<file path="src/rtl/input_cond_pkg.sv">
// Shared types and default constants for the input conditioner.
// Optional auto-repeat is built only when INPUT_COND_REPEAT_EN is defined.
package input_cond_pkg;

  // Per-channel debounce state, exported on the debug port as a 2-bit code.
  typedef enum logic [1:0] {
    ST_IDLE    = 2'd0,
    ST_CONF_HI = 2'd1,
    ST_HIGH    = 2'd2,
    ST_CONF_LO = 2'd3
  } cond_state_e;

  localparam int DEF_NUM_IN            = 4;
  localparam int DEF_DEBOUNCE_CYC      = 500000;
  localparam int DEF_REPEAT_DELAY_CYC  = 25000000;
  localparam int DEF_REPEAT_PERIOD_CYC = 5000000;

  // Bits needed to hold 0..max_count; never less than one bit.
  function automatic int cnt_width(input int max_count);
    return (max_count < 1) ? 1 : $clog2(max_count + 1);
  endfunction

endpackage

</file>
<file path="src/rtl/input_conditioner_debounce_channel.sv">
// One conditioned input: two-flop synchronizer, debounce FSM with edge pulses,
// and (with INPUT_COND_REPEAT_EN) an auto-repeat generator while held high.
module debounce_channel
  import input_cond_pkg::*;
#(
  parameter int DEBOUNCE_CYC = DEF_DEBOUNCE_CYC
`ifdef INPUT_COND_REPEAT_EN
  ,
  parameter int REPEAT_DELAY_CYC  = DEF_REPEAT_DELAY_CYC,
  parameter int REPEAT_PERIOD_CYC = DEF_REPEAT_PERIOD_CYC
`endif
) (
  input  logic        clk,
  input  logic        rst,
  input  logic        in_i,
  output logic        level_o,
  output logic        rise_o,
  output logic        fall_o,
  output logic        rpt_o,
  output cond_state_e state_o
);

  localparam int            CW       = cnt_width(DEBOUNCE_CYC - 1);
  localparam logic [CW-1:0] CNT_LAST = CW'(DEBOUNCE_CYC - 1);

  logic [1:0]    sync_q;
  logic          s;
  cond_state_e   state_q;
  logic [CW-1:0] cnt_q;
  logic [CW-1:0] cnt_d;
  logic          level_q;
  logic          rise_q;
  logic          fall_q;

  // Only sync_q[1] is safe to use; sync_q[0] may be metastable.
  assign s     = sync_q[1];
  assign cnt_d = cnt_q + CW'(1);

  always_ff @(posedge clk) begin
    if (rst) begin
      sync_q  <= 2'b00;
      state_q <= ST_IDLE;
      cnt_q   <= '0;
      level_q <= 1'b0;
      rise_q  <= 1'b0;
      fall_q  <= 1'b0;
    end else begin
      sync_q <= {sync_q[0], in_i};
      rise_q <= 1'b0;
      fall_q <= 1'b0;
      unique case (state_q)
        ST_IDLE: begin
          if (s) begin
            state_q <= ST_CONF_HI;
            cnt_q   <= CW'(1);
          end
        end
        ST_CONF_HI: begin
          if (!s) begin
            state_q <= ST_IDLE;
            cnt_q   <= '0;
          end else if (cnt_q == CNT_LAST) begin
            state_q <= ST_HIGH;
            cnt_q   <= '0;
            level_q <= 1'b1;
            rise_q  <= 1'b1;
          end else begin
            cnt_q <= cnt_d;
          end
        end
        ST_HIGH: begin
          if (!s) begin
            state_q <= ST_CONF_LO;
            cnt_q   <= CW'(1);
          end
        end
        ST_CONF_LO: begin
          if (s) begin
            state_q <= ST_HIGH;
            cnt_q   <= '0;
          end else if (cnt_q == CNT_LAST) begin
            state_q <= ST_IDLE;
            cnt_q   <= '0;
            level_q <= 1'b0;
            fall_q  <= 1'b1;
          end else begin
            cnt_q <= cnt_d;
          end
        end
        default: begin
          state_q <= ST_IDLE;
          cnt_q   <= '0;
        end
      endcase
    end
  end

  assign level_o = level_q;
  assign rise_o  = rise_q;
  assign fall_o  = fall_q;
  assign state_o = state_q;

`ifdef INPUT_COND_REPEAT_EN
  localparam int RMAX = (REPEAT_DELAY_CYC > REPEAT_PERIOD_CYC) ? REPEAT_DELAY_CYC
                                                               : REPEAT_PERIOD_CYC;
  localparam int            RW        = cnt_width(RMAX - 1);
  localparam logic [RW-1:0] RDLY_LAST = RW'(REPEAT_DELAY_CYC - 1);
  localparam logic [RW-1:0] RPER_LAST = RW'(REPEAT_PERIOD_CYC - 1);

  logic [RW-1:0] rcnt_q;
  logic          rphase_q;
  logic          rpt_q;
  logic          rpt_hit;

  // rphase_q selects the initial delay (0) or the steady repeat period (1).
  assign rpt_hit = rphase_q ? (rcnt_q == RPER_LAST) : (rcnt_q == RDLY_LAST);

  always_ff @(posedge clk) begin
    if (rst) begin
      rcnt_q   <= '0;
      rphase_q <= 1'b0;
      rpt_q    <= 1'b0;
    end else begin
      rpt_q <= 1'b0;
      // Counts only cycles that remain in HIGH; anything else restarts the delay.
      if (state_q == ST_HIGH && s) begin
        if (rpt_hit) begin
          rpt_q    <= 1'b1;
          rphase_q <= 1'b1;
          rcnt_q   <= '0;
        end else begin
          rcnt_q <= rcnt_q + RW'(1);
        end
      end else begin
        rcnt_q   <= '0;
        rphase_q <= 1'b0;
      end
    end
  end

  assign rpt_o = rpt_q;
`else
  assign rpt_o = 1'b0;
`endif

endmodule

</file>
<file path="src/rtl/input_conditioner.sv">
// Multi-channel key/switch conditioner: independent debounce_channel per input.
// Define INPUT_COND_REPEAT_EN to build the auto-repeat logic; otherwise rpt_o is 0.
module input_conditioner
  import input_cond_pkg::*;
#(
  parameter int NUM_IN            = DEF_NUM_IN,
  parameter int DEBOUNCE_CYC      = DEF_DEBOUNCE_CYC,
  parameter int REPEAT_DELAY_CYC  = DEF_REPEAT_DELAY_CYC,
  parameter int REPEAT_PERIOD_CYC = DEF_REPEAT_PERIOD_CYC
) (
  input  logic                  clk,
  input  logic                  rst,
  input  logic [NUM_IN-1:0]     in_i,
  output logic [NUM_IN-1:0]     level_o,
  output logic [NUM_IN-1:0]     rise_o,
  output logic [NUM_IN-1:0]     fall_o,
  output logic [NUM_IN-1:0]     rpt_o,
  output logic [2*NUM_IN-1:0]   dbg_state_o
);

  if (NUM_IN < 1 || NUM_IN > 32 || DEBOUNCE_CYC < 2 || DEBOUNCE_CYC > (1 << 24) ||
      REPEAT_DELAY_CYC < 1 || REPEAT_PERIOD_CYC < 1) begin : g_bad_param
    $error("input_conditioner: parameter out of range");
  end

  for (genvar i = 0; i < NUM_IN; i++) begin : g_ch
    cond_state_e st;

    debounce_channel #(
      .DEBOUNCE_CYC      (DEBOUNCE_CYC)
`ifdef INPUT_COND_REPEAT_EN
      ,
      .REPEAT_DELAY_CYC  (REPEAT_DELAY_CYC),
      .REPEAT_PERIOD_CYC (REPEAT_PERIOD_CYC)
`endif
    ) u_ch (
      .clk     (clk),
      .rst     (rst),
      .in_i    (in_i[i]),
      .level_o (level_o[i]),
      .rise_o  (rise_o[i]),
      .fall_o  (fall_o[i]),
      .rpt_o   (rpt_o[i]),
      .state_o (st)
    );

    assign dbg_state_o[2*i +: 2] = 2'(st);
  end

endmodule

</file>
<file path="config.mk">
export PLATFORM = sky130hd
export DESIGN_NAME = input_conditioner
export DESIGN_NICKNAME = d
export VERILOG_FILES = /design/src/rtl/input_cond_pkg.sv /design/src/rtl/input_conditioner_debounce_channel.sv /design/src/rtl/input_conditioner.sv
export SDC_FILE = /design/constraint.sdc
export NUM_CORES = 1
export LEC_CHECK = 0
export ABC_AREA = 1
export BUFFER_PORTS_ARGS = -buffer_cell sky130_fd_sc_hd__buf_2
export CELL_PAD_IN_SITES_DETAIL_PLACEMENT = 0
export CELL_PAD_IN_SITES_GLOBAL_PLACEMENT = 1
export CORE_MARGIN = 2
export CORE_UTILIZATION = 27
export CTS_CLUSTER_SIZE = 10
export DETAILED_ROUTE_END_ITERATION = 10
export GPL_TIMING_DRIVEN = 0
export PLACE_DENSITY = 0.62
export SYNTH_ARGS = -nofsm -noshare
export SYNTH_HDL_FRONTEND = slang
export SYNTH_SLANG_ARGS = --single-unit
</file>
<file path="constraint.sdc">
create_clock -name clk -period 1.6 [get_ports clk]
set_input_delay 0.16 -clock clk [delete_from_list [all_inputs] [get_ports clk]]
set_output_delay 0.16 -clock clk [all_outputs]
set_load 0.01 [all_outputs]
</file>
# After elaboration in Yosys (flattened, before gate mapping)
# Index checks and enable logic that the tools add are counted.
# W data, S select, Z words.
[word_totals]
inputBits = 6
reg_bits = 104
[classes]
reduce_logical = 28
n_eq_ne = 48
bitwise = 12
n_addsub = 4
muxes = 76
[ops]
columns = ["operator", "count"]
rows = [
  ["$mux W19", 20],
  ["$pmux W19 S4", 4],
  ["$add A19 B1 Y19 const B", 4],
  ["$eq A19 B19 Y1 const B", 4],
  ["$mux W2", 24],
  ["$ne A2 B1 Y1 const B", 16],
  ["$pmux W2 S4", 4],
  ["$reduce_or A3 Y1", 8],
  ["$mux W1", 20],
  ["$reduce_and A5 Y1", 4],
  ["$eq A2 B2 Y1 const B", 8],
  ["$ne A2 B2 Y1 const B", 8],
  ["$reduce_and A4 Y1", 4],
  ["$ne A3 B1 Y1 const B", 4],
  ["$ne A3 B3 Y1 const B", 4],
  ["$not A1 Y1", 12],
  ["$eq A2 B1 Y1 const B", 4],
  ["$logic_not A2 Y1", 4],
  ["$pmux W1 S2", 4],
  ["$reduce_and A2 Y1", 4],
  ["$reduce_bool A2 Y1", 4],
]

# Logic depth before layout (Yosys ltp)
# Gate-level depths: netlist of run 1.
[logic_depth]
depth_word = 4
ltp_mapped = 10
ltp_nobuf = 10

# Hierarchy
# From an unflattened synthesis of run 1, not the netlist that was laid out.
[hier_totals]
hier_cells = 947
hier_area_um2 = 5934.4
[modules_own_cells]
columns = ["mod", "cells_per_inst", "instances", "area_each_um2"]
rows = [
  ["debounce_channel (g_ch[0].u_ch ...)", 235, 3, 1477.7],
  ["debounce_channel (g_ch[3].u_ch)", 242, 1, 1501.4],
]

# Worst setup path before layout of run 1
# No wires, ideal clock.
[synth_timing]
kind = "reg2reg"
startpoint = "reg g_ch[0].u_ch.cnt_q[0]"
endpoint = "reg g_ch[0].u_ch.cnt_q[10]"
t_required_ns = 1.468
setup_ns = 0.132
arrival_ns = 1.438
stages_incl_launch_ff = 10
path_slack_ns = 0.030
n_path_buf = 1
path_cell_list = "dfxtp_1 > ha_1 > nand2_1 > nor2_2 > nand3_1 > nor2_2 > nor2_4 > buf_4 > nand3_1 > a21oi_1"
[synth_via]
elab_chain_cells = 4
word_cells_on_any_way = 6
[synth_rtl]
columns = ["item", "line_no", "source"]
rows = [
  ["from (decl)", "input_conditioner_debounce_channel.sv:29", "logic [CW-1:0] cnt_q;"],
  ["from (signal assigned)", "input_conditioner_debounce_channel.sv:68", "cnt_q <= cnt_d;"],
  ["from (signal assigned)", "input_conditioner_debounce_channel.sv:87", "cnt_q <= cnt_d;"],
  ["$add A19 B1 Y19 / $eq A19 B19 Y1 (equally long branches)", "input_conditioner_debounce_channel.sv:37, input_conditioner_debounce_channel.sv:62, input_conditioner_debounce_channel.sv:81", ""],
  ["$mux W19 (*)", "input_conditioner_debounce_channel.sv:62, input_conditioner_debounce_channel.sv:81", ""],
  ["$mux W19, on equally long branches", "input_conditioner_debounce_channel.sv:78, input_conditioner_debounce_channel.sv:59", ""],
  ["$pmux W19 S4 (*)", "input_conditioner_debounce_channel.sv:51", "unique case (state_q)"],
]
# Every way passes the cells marked *; elsewhere a longest branch is shown, timed or not.
# A chain may end at the register's enable or synchronous reset.

==> results of run 1 <==
-- critical path, delay by kind of cell, from the launching register on --
| kind | cells | cell delay (ps) |
|---|---|---|
| AOI/OAI and AO/OA | 1 | 120 |
| DFF | 1 | 360 |
| and+or+nand+nor | 5 | 670 |
| buffers and inverters | 3 | 300 |
-- final timing paths --
kind	start	endpoint	slack [ps]	depth (start not counted)
min	in_i[0]	g_ch[0].u_ch.sync_q[0]	10	3
max	flop	g_ch[3].u_ch.cnt_q[8]	70	9
max reg2reg	flop	g_ch[3].u_ch.cnt_q[8]	70	9
min reg2reg	g_ch[1].u_ch.sync_q[0]	g_ch[1].u_ch.sync_q[1]	410	2
-- cells by family after synthesis --
family / count (synthesis) / share of synthesized area
compound gates: 117 / 0.1068
xor+xnor: 9 / 0.01314
fa+ha+maj: 4 / 0.008346
buf+inv: 157 / 0.1129
flops: 104 / 0.3472
other cells: 1 / 0.0006253
simple gates: 572 / 0.4110
-- routing by layer --
layer	vias to the layer above	routed length, µm
li1	3171	-
met1	2719	8802
met2	80	8125
met3	7	395
met4	0	118
met5	-	0
-- cell usage after synthesis --
cell type	n	area share
a21oi_1	63	0.053
a21oi_2	6	0.0088
a21oi_4	1	0.0027
and2_0	2	0.0021
and2_1	1	0.0010
buf_1	4	0.0025
buf_2	4	0.0033
buf_4	18	0.023
buf_6	2	0.0038
clkbuf_1	10	0.0063
conb_1	1	0.00063
dfxtp_1	104	0.35
ha_1	4	0.0083
inv_1	112	0.070
inv_2	7	0.0044
nand2_1	298	0.19
nand2_2	3	0.0031
nand3_1	62	0.052
nand3_2	6	0.010
nand3b_1	5	0.0063
nand4_1	26	0.027
nor2_1	135	0.084
nor2_2	11	0.011
nor2_4	3	0.0056
nor2_8	1	0.0033
nor3_1	14	0.012
nor3_2	1	0.0017
nor3b_1	3	0.0038
o2111ai_1	2	0.0029
o21a_1	1	0.0013
o21ai_0	34	0.028
o21ai_1	5	0.0042
o21bai_1	4	0.0050
o22ai_1	1	0.0010
or2_1	1	0.0010
xnor2_1	2	0.0029
xor2_1	7	0.010
-- cell type report --
| cell class | instances | area, µm² |
|---|---|---|
| Buffer | 35 | 230.2 |
| Clock buffer | 9 | 225.2 |
| Clock inverter | 6 | 92.59 |
| Fill cell | 2403 | 14330 |
| Inverter | 119 | 456.7 |
| Multi-Input combinational cell | 706 | 3580 |
| Sequential cell | 104 | 2142 |
| Tap cell | 280 | 350.3 |
| Timing Repair Buffer | 57 | 417.9 |
-- power by group through the flow --
stage                     Clock [mW]  Sequential (mW)  Combinational, mW
after CTS                       2.55             2.62              0.234
after floorplan                    0             2.68              0.132
after global routing            2.65             2.61              0.271
after global placement             0             2.68              0.218
final                           2.47             2.61              0.242
after detailed placement           0             2.68              0.219
-- sequential cells by signal (all words and copies together), names as in the netlist, named ones only --
register,count
g_ch.u_ch.cnt_q,76
g_ch.u_ch.fall_o,4
g_ch.u_ch.level_o,4
g_ch.u_ch.rise_o,4
g_ch.u_ch.state_o,4
g_ch.u_ch.sync_q,8
-- placed cells by master (no fill, tap or decap), drive strengths merged --
cell type,count
a21oi,70
and2,3
buf,82
bufinv,2
clkbuf,19
clkinv,2
clkinvlp,2
conb,4
dfxtp,104
ha,4
inv,119
nand2,301
nand3,68
nand3b,5
nand4,26
nor2,150
nor3,15
nor3b,3
o2111ai,2
o21a,1
o21ai,39
o21bai,4
o22ai,1
or2,1
xnor2,2
xor2,7
-- timing repair --
item                                    CTS  global route
resized for setup                        36           107
pin swaps                                13            18
endpoints found under the setup margin   79            82
cloned                                    0             2
buffers inserted                         13            17
-- per-stage QoR --
stage | TNS (ps) | hold WS [ps] | power, mW | std cells | setup slack (ps)
2_1_floorplan | 0 | 267.0 | 2.811 | 967 | 30.27
3_3_place_gp | -17130 | 368.5 | 2.902 | 1272 | -378.7
3_5_place_dp | -17910 | 378.0 | 2.903 | 1272 | -400.7
4_1_cts | 0 | 1.798 | 5.404 | 1298 | 1.932
5_1_grt | -191.6 | 12.93 | 5.536 | 1316 | -68.41
6_report | 0 | 11.36 | 5.321 | 1316 | 70.43
==> out/summary.txt, run 1 <==
final core occ -> 0.3434
GR met1 Demand/Resource -> 0.2047
Buffers on Ports -> 25
routability cong. -> 0.8331
met2 usage -> 0.2445
post-place instance area -> 6484 µm²
Power Internal -> 4.038 mW
first-pass GRT wire length -> 28.35 mm
share of cells above drive strength 1 -> 0.2124
crit path capture type -> flop
Final ANT Viol Nets -> 0
Worst Path Class, Setup -> reg2reg
Tcrit/Tclk final -> 0.9560
syn_area_per_cell -> 6.221 µm²
grt total ovfl -> 0
Vias/cell -> 4.542
static leakage -> 2.755 nW
CTS Hold Bufs -> 0
Rows -> 54
Gate power share -> 0.046
die height -> 153.0 µm
fin nets -> 1042
Clock Pin Slew Worst Setup and Hold Paths -> 80 ps
Sw Pwr -> 1.282 mW
Root Buffer -> clkbuf_16
largest net degree at the start of global routing -> 18
Residual DRC -> 0
worst skew pair latency -> 350 ps
hpwl dp -> 12.53 mm
Critical Path Max Stage Delay -> 360 ps
part of the power in registers -> 0.491
PD cells -> 710.0 nW/µm²
CP max FO -> 8
Crit path arrival time -> 1810 ps
register area share after synthesis -> 0.3472
Die Wd -> 153.0 µm
Max clock buf depth -> 2
most frequent CP cell -> nor2_2
Ys Warns -> 0
#FFs+latches synth -> 104
met3 Usage GRT -> 0.02268
Synth Instances -> 964
crit-path cells -> inv_1, nor2_2, nor2_2, nor2_2, inv_2, nor2_4, buf_4, nand3_1, a21oi_1
Iter 0 DRT Violations -> 333
clock share of power -> 0.464
f_max -> 653.8 MHz
Slew HR -> 0.4580
# setup viols final -> 0
slowest CP cell -> dfxtp_4
vias -> 5977
DR pass1 iterations -> 5
Most Used Layer, Global Route -> met2
Boundary Pins -> 30
run status -> finished clean
Hold Crit Class -> in2reg
worst-margin pin slew -> 813.0 ps
post-synth cell types -> 37
CP required -> 1880 ps
Layout Area Growth over Synthesis -> 24.97%
Max-cap violations -> 0
Sw Ratio -> 0.2410
diode count -> 0
Hold Fails Final Rpt -> 0
total length of routed wires -> 17.44 mm
GR Util All Layers -> 0.1485
WL/cell -> 13.25 µm
initial antenna violation count -> 0
unrepaired setup endpoints after global routing -> true
VDD IR-drop max -> 0.0004736 V
clk sinks -> 104
H-tree depth -> 3
core area -> 21820 µm²
Final Critical Period -> 1530 ps
die area -> 23420 µm²
Synth Cell Area -> 5997 µm²
vias in the first global route -> 5535
Initial Util -> 0.2748
TritonCTS Buffers -> 9
clk_skew -> 6.029 ps
Max Slew Vio Count -> 0
CTS tree -> built
Startpoint Class -> flop
post-route cell area -> 7495 µm²
(Power assumes the default switching activity.)
==> inputs of run 2 (changes only) <==
--- a/config.mk
+++ b/config.mk
@@ -15,4 +15,5 @@
 export DETAILED_ROUTE_END_ITERATION = 10
+export GPL_ROUTABILITY_DRIVEN = 0
 export GPL_TIMING_DRIVEN = 0
-export PLACE_DENSITY = 0.62
+export PLACE_DENSITY = 0.65
 export SYNTH_ARGS = -nofsm -noshare
==> constraint.sdc (replaced) <==
create_clock -name clk -period 1.6 [get_ports clk]
set_input_delay 0.24 -clock clk [delete_from_list [all_inputs] [get_ports clk]]
set_output_delay 0.24 -clock clk [all_outputs]
set_load 0.01 [all_outputs]
==> run 2 against run 1 <==
  * Die area did not move
  * Design area fell by 1.7%
  * Maximum frequency fell by 0.89%
  * Final cell count fell by 0.15%
  * Sequential share of layout area rose by 0.36 points
  * Via count rose by 0.33%
  * Clock power fell by 4%
  * First-iteration DRC count rose by 13%
  * Worst setup slack got worse by 14 ps
  * Utilization fell by 0.57 points
  * Combinational power fell by 4%
  * Highest routed layer unchanged
==> out/summary.txt, run 2 (synthesized netlist as in run 1, its figures left out) <==
run status -> finished clean
Tcrit/Tclk final -> 0.9646 (+0.008619)
biggest regs -> g_ch.u_ch.cnt_q (76), g_ch.u_ch.sync_q (8)
Initial Util -> 0.2748 (unchanged)
CP required -> 1820 ps (-60 ps)
most common library cell in the layout ignoring fill and taps -> nand2_1
# setup viols final -> 0 (unchanged)
Max-cap violations -> 0 (unchanged)
diode count -> 0 (unchanged)
Root Buffer -> clkbuf_16
CP max FO -> 4 (-4)
grt total ovfl -> 0 (unchanged)
Final Critical Period -> 1543 ps (+13.79 ps)
worst hold slack -> 88.04 ps (+76.68 ps)
core area -> 21820 µm² (unchanged)
Startpoint Class -> flop
Final ANT Viol Nets -> 0 (unchanged)
Crit path arrival time -> 1770 ps (-40 ps)
first-pass GRT wire length -> 28.83 mm (+1.7%)
Iter 0 DRT Violations -> 377 (+13%)
worst skew pair latency -> 360 ps (about the same)
Tot Pwr -> 5.208 mW (-2.1%)
initial antenna violation count -> 0 (unchanged)
Largest register FFs -> 76 (unchanged)
Max Slew Vio Count -> 0 (unchanged)
die height -> 153.0 µm (unchanged)
clk sinks -> 104 (unchanged)
CTS tree -> built
filler instances -> 2442 (+1.6%)
Clock Pin Slew Worst Setup and Hold Paths -> 70 ps (about the same)
Reg with most FFs -> g_ch.u_ch.cnt_q
vias -> 5997 (+0.33%)
Worst Path Class, Setup -> reg2reg
unrepaired setup endpoints after global routing -> true
Slew HR -> 0.4857 (+0.02773)
static leakage -> 2.701 nW (-1.9%)
share of cells above drive strength 1 -> 0.2021 (-0.01023)
Max clock buf depth -> 2 (unchanged)
Vias/cell -> 4.564 (+0.49%)
TritonCTS Buffers -> 9 (unchanged)
CTS Hold Bufs -> 0 (unchanged)
worst-margin pin slew -> 771.4 ps (-41.59 ps)
crit path capture type -> flop
VDD IR-drop max -> 0.0003639 V (-23%)
Die Wd -> 153.0 µm (unchanged)
hpwl dp -> 12.38 mm (-1.2%)
fin nets -> 1039 (-0.29%)
total length of routed wires -> 17.36 mm (-0.49%)
PD cells -> 706.6 nW/µm² (-0.47%)
Hold Crit Class -> in2reg
f_max -> 647.9 MHz (-0.89%)
post-place instance area -> 6484 µm² (unchanged)
GR Util All Layers -> 0.1516 (+0.003059)
Layout Area Growth over Synthesis -> 22.91%
Boundary Pins -> 30 (unchanged)
Buffers on Ports -> 25 (unchanged)
most frequent cells in the layout -> nand2_1, nor2_1, inv_1, dfxtp_1, a21oi_1
H-tree depth -> 3 (unchanged)
vias in the first global route -> 5668 (+2.4%)
Rows -> 54 (unchanged)
post-route cell area -> 7371 µm² (-1.7%)
largest net degree at the start of global routing -> 17 (-1)
DR pass1 iterations -> 5 (unchanged)
die area -> 23420 µm² (unchanged)
WL/cell -> 13.21 µm (-0.34%)
clk_skew -> 6.595 ps (+0.5659 ps)
Hold Fails Final Rpt -> 0 (unchanged)
Residual DRC -> 0 (unchanged)
run 2: metrics by stage:
step / TNS (ps) / utilization / setup slack, ps / std cells
2_1_floorplan: 0 / - / 30.27 / 967
3_3_place_gp: -17240 / 0.2971 / -391.2 / 1272
3_5_place_dp: -17640 / 0.2971 / -402.1 / 1272
4_1_cts: 0 / 0.3222 / 2.043 / 1302
5_1_grt: -36.11 / 0.3377 / -15.75 / 1314
6_report: 0 / 0.3377 / 56.64 / 1314
run 2: area by class of cell:
cell class	count	area, µm²	share of cell area
plain buffers	35	234.0	0.03174
clock buffers	11	252.7	0.03429
clock inverters	5	55.05	0.007469
inverters	119	454.2	0.06162
multi-input cells	706	3512	0.4765
flip-flops and latches	104	2133	0.2894
well taps	280	350.3	0.04753
repair buffers	54	379.1	0.05143
run 2: path summary, 6_finish.rpt:
path / startpoint / to / slack [ps] / depth (start not counted)
min: in_i[3] / g_ch[3].u_ch.sync_q[0] / 90 / 3
max: g_ch[2].u_ch.cnt_q[0] / flop / 60 / 9
max reg2reg: g_ch[2].u_ch.cnt_q[0] / flop / 60 / 9
min reg2reg: g_ch[1].u_ch.sync_q[0] / g_ch[1].u_ch.sync_q[1] / 400 / 2
run 2: worst max-delay path, cell delays in order (launching register included):
cell,delay [ps]
dfxtp_4,370
ha_4,150
nand2_2,70
nor2_4,150
nand2_1,90
nor2_2,130
buf_4,120
nand3_1,130
o21ai_1,150
nor2_1,50
run 2: where the power goes:
group / total [mW] / internal [mW] / switching (mW)
combinational: 0.232 / 0.0652 / 0.167
clock: 2.36 / 1.30 / 1.07
sequential: 2.61 / 2.60 / 0.0195
run 2: timing repair:
action | CTS | global route
pin swaps | 11 | 17
endpoints found under the setup margin | 77 | 80
gates cloned | 1 | 1
buffers inserted | 14 | 13
gates resized for setup | 41 | 83
run 2: routing by layer:
| metal | up-vias | track usage | routed length [µm] |
|---|---|---|---|
| met5 | - | 0 | 0 |
| met4 | 0 | 0.05423 | 260 |
| met3 | 14 | 0.01644 | 387 |
| met2 | 78 | 0.2519 | 8175 |
| met1 | 2728 | 0.2036 | 8534 |
| li1 | 3177 | - | - |
